## config.mk

```make
export PLATFORM = sky130hd
export DESIGN_NAME = mul_approx_seq
export DESIGN_NICKNAME = d
export VERILOG_FILES = /design/src/rtl/mul_approx_seq.sv
export SDC_FILE = /design/constraint.sdc
export NUM_CORES = 1
export LEC_CHECK = 0
export CAP_MARGIN = 20
export CORE_MARGIN = 3
export CORE_UTILIZATION = 63
export DETAILED_ROUTE_END_ITERATION = 10
export GPL_TIMING_DRIVEN = 0
export PLACE_DENSITY = 0.87
export SETUP_SLACK_MARGIN = 0.3
export SKIP_LAST_GASP = 1
export SLEW_MARGIN = 20
export SYNTH_ARGS = -nofsm -noshare
export SYNTH_HDL_FRONTEND = slang
export SYNTH_SLANG_ARGS = --single-unit
```

## constraint.sdc

```tcl
create_clock -name clk_i -period 15.89 [get_ports clk_i]
set_input_delay 4.767 -clock clk_i [delete_from_list [all_inputs] [get_ports clk_i]]
set_output_delay 4.767 -clock clk_i [all_outputs]
set_load 0.1 [all_outputs]
```

## src/rtl/mul_approx_seq.sv

```systemverilog
// -----------------------------------------------------------------------------
// mul_approx_seq
//   Sequential shift-add unsigned multiplier (WIDTH x WIDTH -> 2*WIDTH) with a
//   run-time selectable truncation depth. Each cycle in BUSY adds one partial
//   product. Partial-product bits in the lowest Keff columns are dropped
//   before accumulation, and carries out of those columns are lost. An
//   optional compensation constant 2^(Keff-1) is added at the end, with
//   saturation.
//
// Ports
//   clk_i        clock, rising edge
//   rst_i        asynchronous reset, active-high
//   in_valid_i   operands and truncation depth are valid
//   in_ready_o   block can accept operands this cycle
//   a_i          multiplicand (WIDTH bits)
//   b_i          multiplier (WIDTH bits); one bit is consumed per cycle
//   k_i          requested truncation depth; clipped to TRUNC_MAX
//   out_valid_o  o_o holds a finished product
//   out_ready_i  consumer takes o_o
//   o_o          approximate product (2*WIDTH bits)
//   busy_o       multiplication in progress
// -----------------------------------------------------------------------------
module mul_approx_seq #(
  parameter int WIDTH     = 8,
  parameter int TRUNC_MAX = 8,
  parameter int COMP_EN   = 1,
  localparam int KW       = $clog2(2 * WIDTH + 1)
) (
  input  logic                 clk_i,
  input  logic                 rst_i,
  input  logic                 in_valid_i,
  output logic                 in_ready_o,
  input  logic [WIDTH-1:0]     a_i,
  input  logic [WIDTH-1:0]     b_i,
  input  logic [KW-1:0]        k_i,
  output logic                 out_valid_o,
  input  logic                 out_ready_i,
  output logic [2*WIDTH-1:0]   o_o,
  output logic                 busy_o
);

  localparam int PW        = 2 * WIDTH;
  localparam int CW        = (WIDTH > 1) ? $clog2(WIDTH) : 1;
  localparam int TMAX_CLIP = (TRUNC_MAX > PW) ? PW : TRUNC_MAX;
  localparam logic [KW-1:0] TMAX_K   = KW'(TMAX_CLIP);
  localparam logic [KW-1:0] PW_K     = KW'(PW);
  localparam logic [CW-1:0] LAST_CNT = CW'(WIDTH - 1);

  typedef enum logic [1:0] {
    IDLE,
    BUSY,
    DONE
  } state_e;

  state_e          state_q, state_d;
  logic [CW-1:0]   cnt_q, cnt_d;
  logic [WIDTH-1:0] a_q, a_d;
  logic [WIDTH-1:0] b_q, b_d;
  logic [KW-1:0]   keff_q, keff_d;
  logic [PW-1:0]   acc_q, acc_d;
  logic [PW-1:0]   o_q, o_d;
  logic            out_valid_q, out_valid_d;

  logic            accept;
  logic [KW-1:0]   keffIn;
  logic [PW-1:0]   ppFull;
  logic [PW-1:0]   colMask;
  logic [PW-1:0]   ppMasked;
  logic [PW-1:0]   accSum;
  logic [PW:0]     compVal;
  logic [PW:0]     finalSum;
  logic [PW-1:0]   finalSat;

  // A new operand set may enter while idle, or in DONE during the same cycle
  // the consumer takes the result, so back-to-back products need no bubble.
  assign in_ready_o  = (state_q == IDLE) || ((state_q == DONE) && out_ready_i);
  assign out_valid_o = out_valid_q;
  assign o_o         = o_q;
  assign busy_o      = (state_q == BUSY);

  // Datapath for the current BUSY cycle. The mask is applied to each partial
  // product on its own, so carries that dropped columns would have produced
  // never reach the kept columns. When Keff covers every column, the mask is
  // zero; this avoids a shift by the full vector width.
  always_comb begin
    accept   = in_valid_i && in_ready_o;
    keffIn   = (k_i > TMAX_K) ? TMAX_K : k_i;
    ppFull   = PW'(a_q) << cnt_q;
    colMask  = (keff_q >= PW_K) ? '0 : ({PW{1'b1}} << keff_q);
    ppMasked = b_q[cnt_q] ? (ppFull & colMask) : '0;
    accSum   = acc_q + ppMasked;
    compVal  = '0;
    if ((COMP_EN != 0) && (keff_q != '0)) begin
      compVal = (PW + 1)'(1) << (keff_q - KW'(1));
    end
    finalSum = {1'b0, accSum} + compVal;
    finalSat = finalSum[PW] ? {PW{1'b1}} : finalSum[PW-1:0];
  end

  // Next-state and register-update logic. Operands are captured only on
  // accept, so input changes while busy have no effect. The result register
  // changes only on the completing edge.
  always_comb begin
    state_d     = state_q;
    cnt_d       = cnt_q;
    a_d         = a_q;
    b_d         = b_q;
    keff_d      = keff_q;
    acc_d       = acc_q;
    o_d         = o_q;
    out_valid_d = out_valid_q;

    unique case (state_q)
      IDLE: begin
        if (accept) begin
          a_d     = a_i;
          b_d     = b_i;
          keff_d  = keffIn;
          acc_d   = '0;
          cnt_d   = '0;
          state_d = BUSY;
        end
      end

      BUSY: begin
        acc_d = accSum;
        if (cnt_q == LAST_CNT) begin
          o_d         = finalSat;
          out_valid_d = 1'b1;
          cnt_d       = '0;
          state_d     = DONE;
        end else begin
          cnt_d = cnt_q + CW'(1);
        end
      end

      DONE: begin
        if (out_ready_i) begin
          out_valid_d = 1'b0;
          if (accept) begin
            a_d     = a_i;
            b_d     = b_i;
            keff_d  = keffIn;
            acc_d   = '0;
            cnt_d   = '0;
            state_d = BUSY;
          end else begin
            state_d = IDLE;
          end
        end
      end

      default: begin
        state_d     = IDLE;
        out_valid_d = 1'b0;
      end
    endcase
  end

  // State and datapath registers. Reset aborts any product in flight.
  always_ff @(posedge clk_i or posedge rst_i) begin
    if (rst_i) begin
      state_q     <= IDLE;
      cnt_q       <= '0;
      a_q         <= '0;
      b_q         <= '0;
      keff_q      <= '0;
      acc_q       <= '0;
      o_q         <= '0;
      out_valid_q <= 1'b0;
    end else begin
      state_q     <= state_d;
      cnt_q       <= cnt_d;
      a_q         <= a_d;
      b_q         <= b_d;
      keff_q      <= keff_d;
      acc_q       <= acc_d;
      o_q         <= o_d;
      out_valid_q <= out_valid_d;
    end
  end

endmodule

```

Yosys cells after proc, flatten, opt, wreduce, memory -nomap -nowiden:

Index checks and enable logic that the tools add are counted.

* $add $sub $neg: 4
* $lt $le $gt $ge: 3
* eq/ne operators: 6
* shifts and indexed selects: 3
* multiplexer cells: 31
* bitwise gates (word level): 2
* reduce and logical (&&, ||, !) cells: 12

Operators by type and width (count)
* $mux 16: 5
* $pmux 16 s3: 1
* $mux 8: 4
* $pmux 8 s2: 2
* $add 16x17->17: 1
* $mux 17: 1
* $shl 1x5->17 const A: 1
* $add 16x16->16: 1
* $and 16x16->16: 1
* $shl 16x5->16 const A: 1
* $shl 8x3->16: 1
* $mux 5: 3
* $pmux 5 s2: 1
* $mux 3: 3
* $pmux 3 s3: 1
* $mux 2: 3
* $pmux 2 s3: 1
* $reduce_and 2->1: 3
* $reduce_and 3->1: 2
* $ge 5x5->1 const B: 1
* $gt 5x4->1 const B: 1
* $reduce_bool 5->1: 1
* $sub 5x1->5 const B: 1
* $lt 3x4->1 const B: 1
* 15 further kinds: 20

* bits in registers: 59
* bits of input ports: 25
* output and inout port bits: 19
* logic and storage cells: 69

Depth between registers and ports, before layout:

* depth in word-level cells: 7
* mapped depth: 26
* mapped depth without buffers: 23

Worst setup path after synthesis:

Ideal clock, no wire load.

* kind: input to output
* start: input port out_ready_i
* end: output port in_ready_o
* arrival time: 6.326 ns
* data required time: 11.123 ns
* setup slack: 4.797 ns
* stages on the path: 2
* buffers on the path: 0
* path through: inv_1 > a21oi_1

* cells in the longest elaborated chain, start to end: 2

RTL lines
* from (decl): RTL line 37 `input logic out_ready_i,`
* $logic_and 1x1->1: RTL line 76 `assign in_ready_o = (state_q == IDLE) || ((state_q == DONE) && out_ready_i);`
* $logic_or 1x1->1: RTL line 76
* to (decl): RTL line 32 `output logic in_ready_o,`

No other way between the ends.

Final worst setup path:

Same ends and word-level chain as after synthesis.

==> impl_metrics.json <==
{
  "leakagePower_nw": 2.44,
  "chipHeight_um": 90.1,
  "ioPinCount": 44,
  "top_layer": "met4",
  "final_core_util_pct": 76.7,
  "yosys.area.top_type": "dfrtp_1",
  "holdCritStartpoint": "b_q[3]",
  "crit_path_end_kind": "output port",
  "fp.dieW_um": 90.1,
  "synth_nets": 593,
  "postRouteWirelength_um": 11500,
  "powerDensity_mw_per_mm2": 238,
  "finalClockSkew_ns": 0.00809,
  "dpl.cell_count": 671,
  "port_buffers": 43,
  "required_ns": 11.12,
  "switching_share_pct": 53.9,
  "grt_pass1_vias": 4167,
  "nets": 647,
  "reg2reg_slack_ns": 9.45,
  "holdPathEnd": "b_q[3]",
  "post-place-ws_ns": 4.37,
  "drive_above_1_share_pct": 8.46,
  "synth_ff_type": "dfrtp_1",
  "clk_pin_slew_ns": 0.07,
  "cts_buffers": 9,
  "rr_worst_depth": 24,
  "syn2layout_area_growth_pct": 17.4,
  "netSwitchingPower_mw": 0.673,
  "status": "complete, no violations",
  "layout_setup_ws_ns": 4.38,
  "overflow": 0,
  "syn_area_sq_mm": 0.00446,
  "internal_power_mw": 0.575,
  "dr_wl_met3_um": 692,
  "antenna_found_initial": 0,
  "dpl.hpwl_um": 8610,
  "postCtsSetupBuffers": 0,
  "dieArea_sq_mm": 0.00813,
  "comb_power_share_pct": 66.5,
  "worst_slew_pin_slew_ns": 0.973,
  "finalHoldViolCount": 0,
  "cts_root_buffer": "clkbuf_8",
  "drt_pass1_iterations": 5,
  "n_fill_cell": 516,
  "post_cts_resized": 0,
  "gp_congestion": 0.975,
  "r2r-end": "o_o[3]",
  "layout_common_cells": "nand2_1 (112), dfrtp_1 (59), nor2_1 (45), clkdlybuf4s50_1 (43), ha_1 (34)",
  "max_freq_mhz": 86.9,
  "maxCapViolCount": 0,
  "ys_seq_area_share_pct": 33.1,
  "pwr-share-clk_pct": 12.7,
  "drt_iter0_drc": 330,
  "synth_seq_cells": 59,
  "reg2reg_from": "cnt_q[0]",
  "cts.sinks": 59,
  "grt_pass1_wl_um": 19600,
  "wl_met2_um": 5610,
  "ctsHtreeMaxLevel": 3,
  "clockBufferDepth": 2,
  "p_total_mw": 1.25,
  "cts_tree": "built",
  "instances_no_fill": 687,
  "syn_inst": 532,
  "cts_hold_buffers": 0,
  "criticalPathCategory": "input port to output port",
  "final-setup-viol-count": 0,
  "min_path_cells": 2,
  "final_antenna_net_count": 0,
  "routedWlPerCell_um": 16.8,
  "vias_per_cell": 6.07,
  "grt_setup_unrepaired": "false",
  "worstPathArrival_ns": 6.74,
  "yosysUniqueCellTypes": 60,
  "core_sq_mm": 0.00683,
  "dr_total_vias": 4170,
  "finalSetupTns_ns": 0,
  "layout_commonest_cell": "nand2_1",
  "drc": 0,
  "met1Wirelength_um": 4710,
  "period_minus_slack_ns": 11.51,
  "slew_headroom_pct": 34.9,
  "ys_top_cells_by_area": "dfrtp_1 (33%), ha_1 (9.5%), nand2_1 (9.4%), nor2_1 (3.8%), a21oi_1 (3.3%)",
  "antenna_cells": 0,
  "initial_utilization_pct": 65.3,
  "avgSynthCellArea_sq_um": 8.38,
  "num_rows": 30,
  "start_kind": "input port",
  "seqPwrFrac_pct": 20.8,
  "async_flop_share_pct": 100,
  "ys_warn_count": 0,
  "final_max_slew_viol_count": 0,
  "synth-edff-count": 0,
  "yosys.area.top_type_share_pct": 33.1,
  "fin_crit_sh_pct": 72.4,
  "critPathMaxFanout": 3,
  "ir_drop_mv": 0.101,
  "worstSkewPairLatency_ns": 0.35,
  "hp-class": "flip-flop to flip-flop",
  "grt_start_max_net_pins": 60,
  "grt.total_usage_pct": 29.8
}
-- state kept, by name, indices dropped and copies added (netlist names) --
name and count:
state_q 2, b_q 8, cnt_q 3, o_o 16, out_valid_o 1, a_q 8, acc_q 16, keff_q 5
-- layer usage --
metal	track usage (%)	up-vias
met3	5.02	44
met2	49.8	175
met4	15.9	0
met1	36.8	1970
met5	0	-
li1	-	1981
-- power groups by stage --
| stage | combinational, mW | clock, mW | sequential, mW |
|---|---|---|---|
| 2_1_floorplan | 0.474 | 0 | 0.413 |
| 3_3_place_gp | 0.787 | 0 | 0.258 |
| 3_5_place_dp | 0.810 | 0 | 0.262 |
| 4_1_cts | 0.821 | 0.160 | 0.259 |
| 5_1_grt | 0.893 | 0.168 | 0.269 |
| 6_report | 0.830 | 0.158 | 0.259 |
-- final cells by class --
type | count | area, sq um | share of cell area [%]
sequential | 59 | 1480 | 28.2
clock inverter | 7 | 101 | 1.93
inverter | 15 | 58.8 | 1.12
clock buffer | 9 | 124 | 2.36
timing repair buffer | 43 | 430 | 8.22
multi-input combinational | 430 | 2790 | 53.3
buffer | 28 | 136 | 2.60
tap | 96 | 120 | 2.29
-- how the worst max path moves through the flow --
| stage | end | depth (start not counted) | slack (ns) | start |
|---|---|---|---|---|
| 2_1_floorplan | in_ready_o | 2 | 4.80 | out_ready_i |
| 3_3_place_gp | in_ready_o | 4 | 4.40 | out_ready_i |
| 3_5_place_dp | in_ready_o | 4 | 4.37 | out_ready_i |
| 4_1_cts | in_ready_o | 4 | 4.36 | out_ready_i |
| 5_1_grt | in_ready_o | 4 | 4.27 | out_ready_i |
| 6_report | in_ready_o | 4 | 4.38 | out_ready_i |
-- critical path, cell delays in order --
cell             delay, ns
clkdlybuf4s50_1       0.49
inv_1                 0.05
a21oi_1               0.24
clkdlybuf4s50_1       1.19
-- cell usage after synthesis (4+ instances only) --
cell       instances
or2_2              5
ha_1              34
nor2_1            45
nor3_1            13
a21oi_1           29
nand2b_1           7
dfrtp_1           59
a211o_1            4
xor2_1            11
a211oi_1           6
a21o_1             4
inv_1             15
a31oi_2            5
mux2i_1            6
mux2_2             5
o21bai_1           5
clkbuf_1          21
nand2_1          112
xnor2_1           16
o21ai_0           28
o2bb2ai_1          5
nand3_1           19
and2_1             6
a31oi_1            9
or3_1              4
o21a_1             7
-- per-stage QoR --
step / hold slack [ns] / area, sq um
after global placement: 0.455 / 5010
after floorplan: 0.440 / 4460
final: 0.478 / 5240
after global routing: 0.512 / 5240
after detailed placement: 0.463 / 5010
after CTS: 0.481 / 5240
-- kinds of logic after synthesis --
| family | Yosys count | share of synthesized area (%) |
|---|---|---|
| compound gates | 126 | 20.3 |
| xor+xnor | 28 | 5.67 |
| fa+ha+maj | 36 | 10.4 |
| buf+inv | 43 | 4.32 |
| flops | 59 | 33.1 |
| mux | 14 | 3.95 |
| simple gates | 226 | 22.3 |
(Power assumes the default switching activity.)
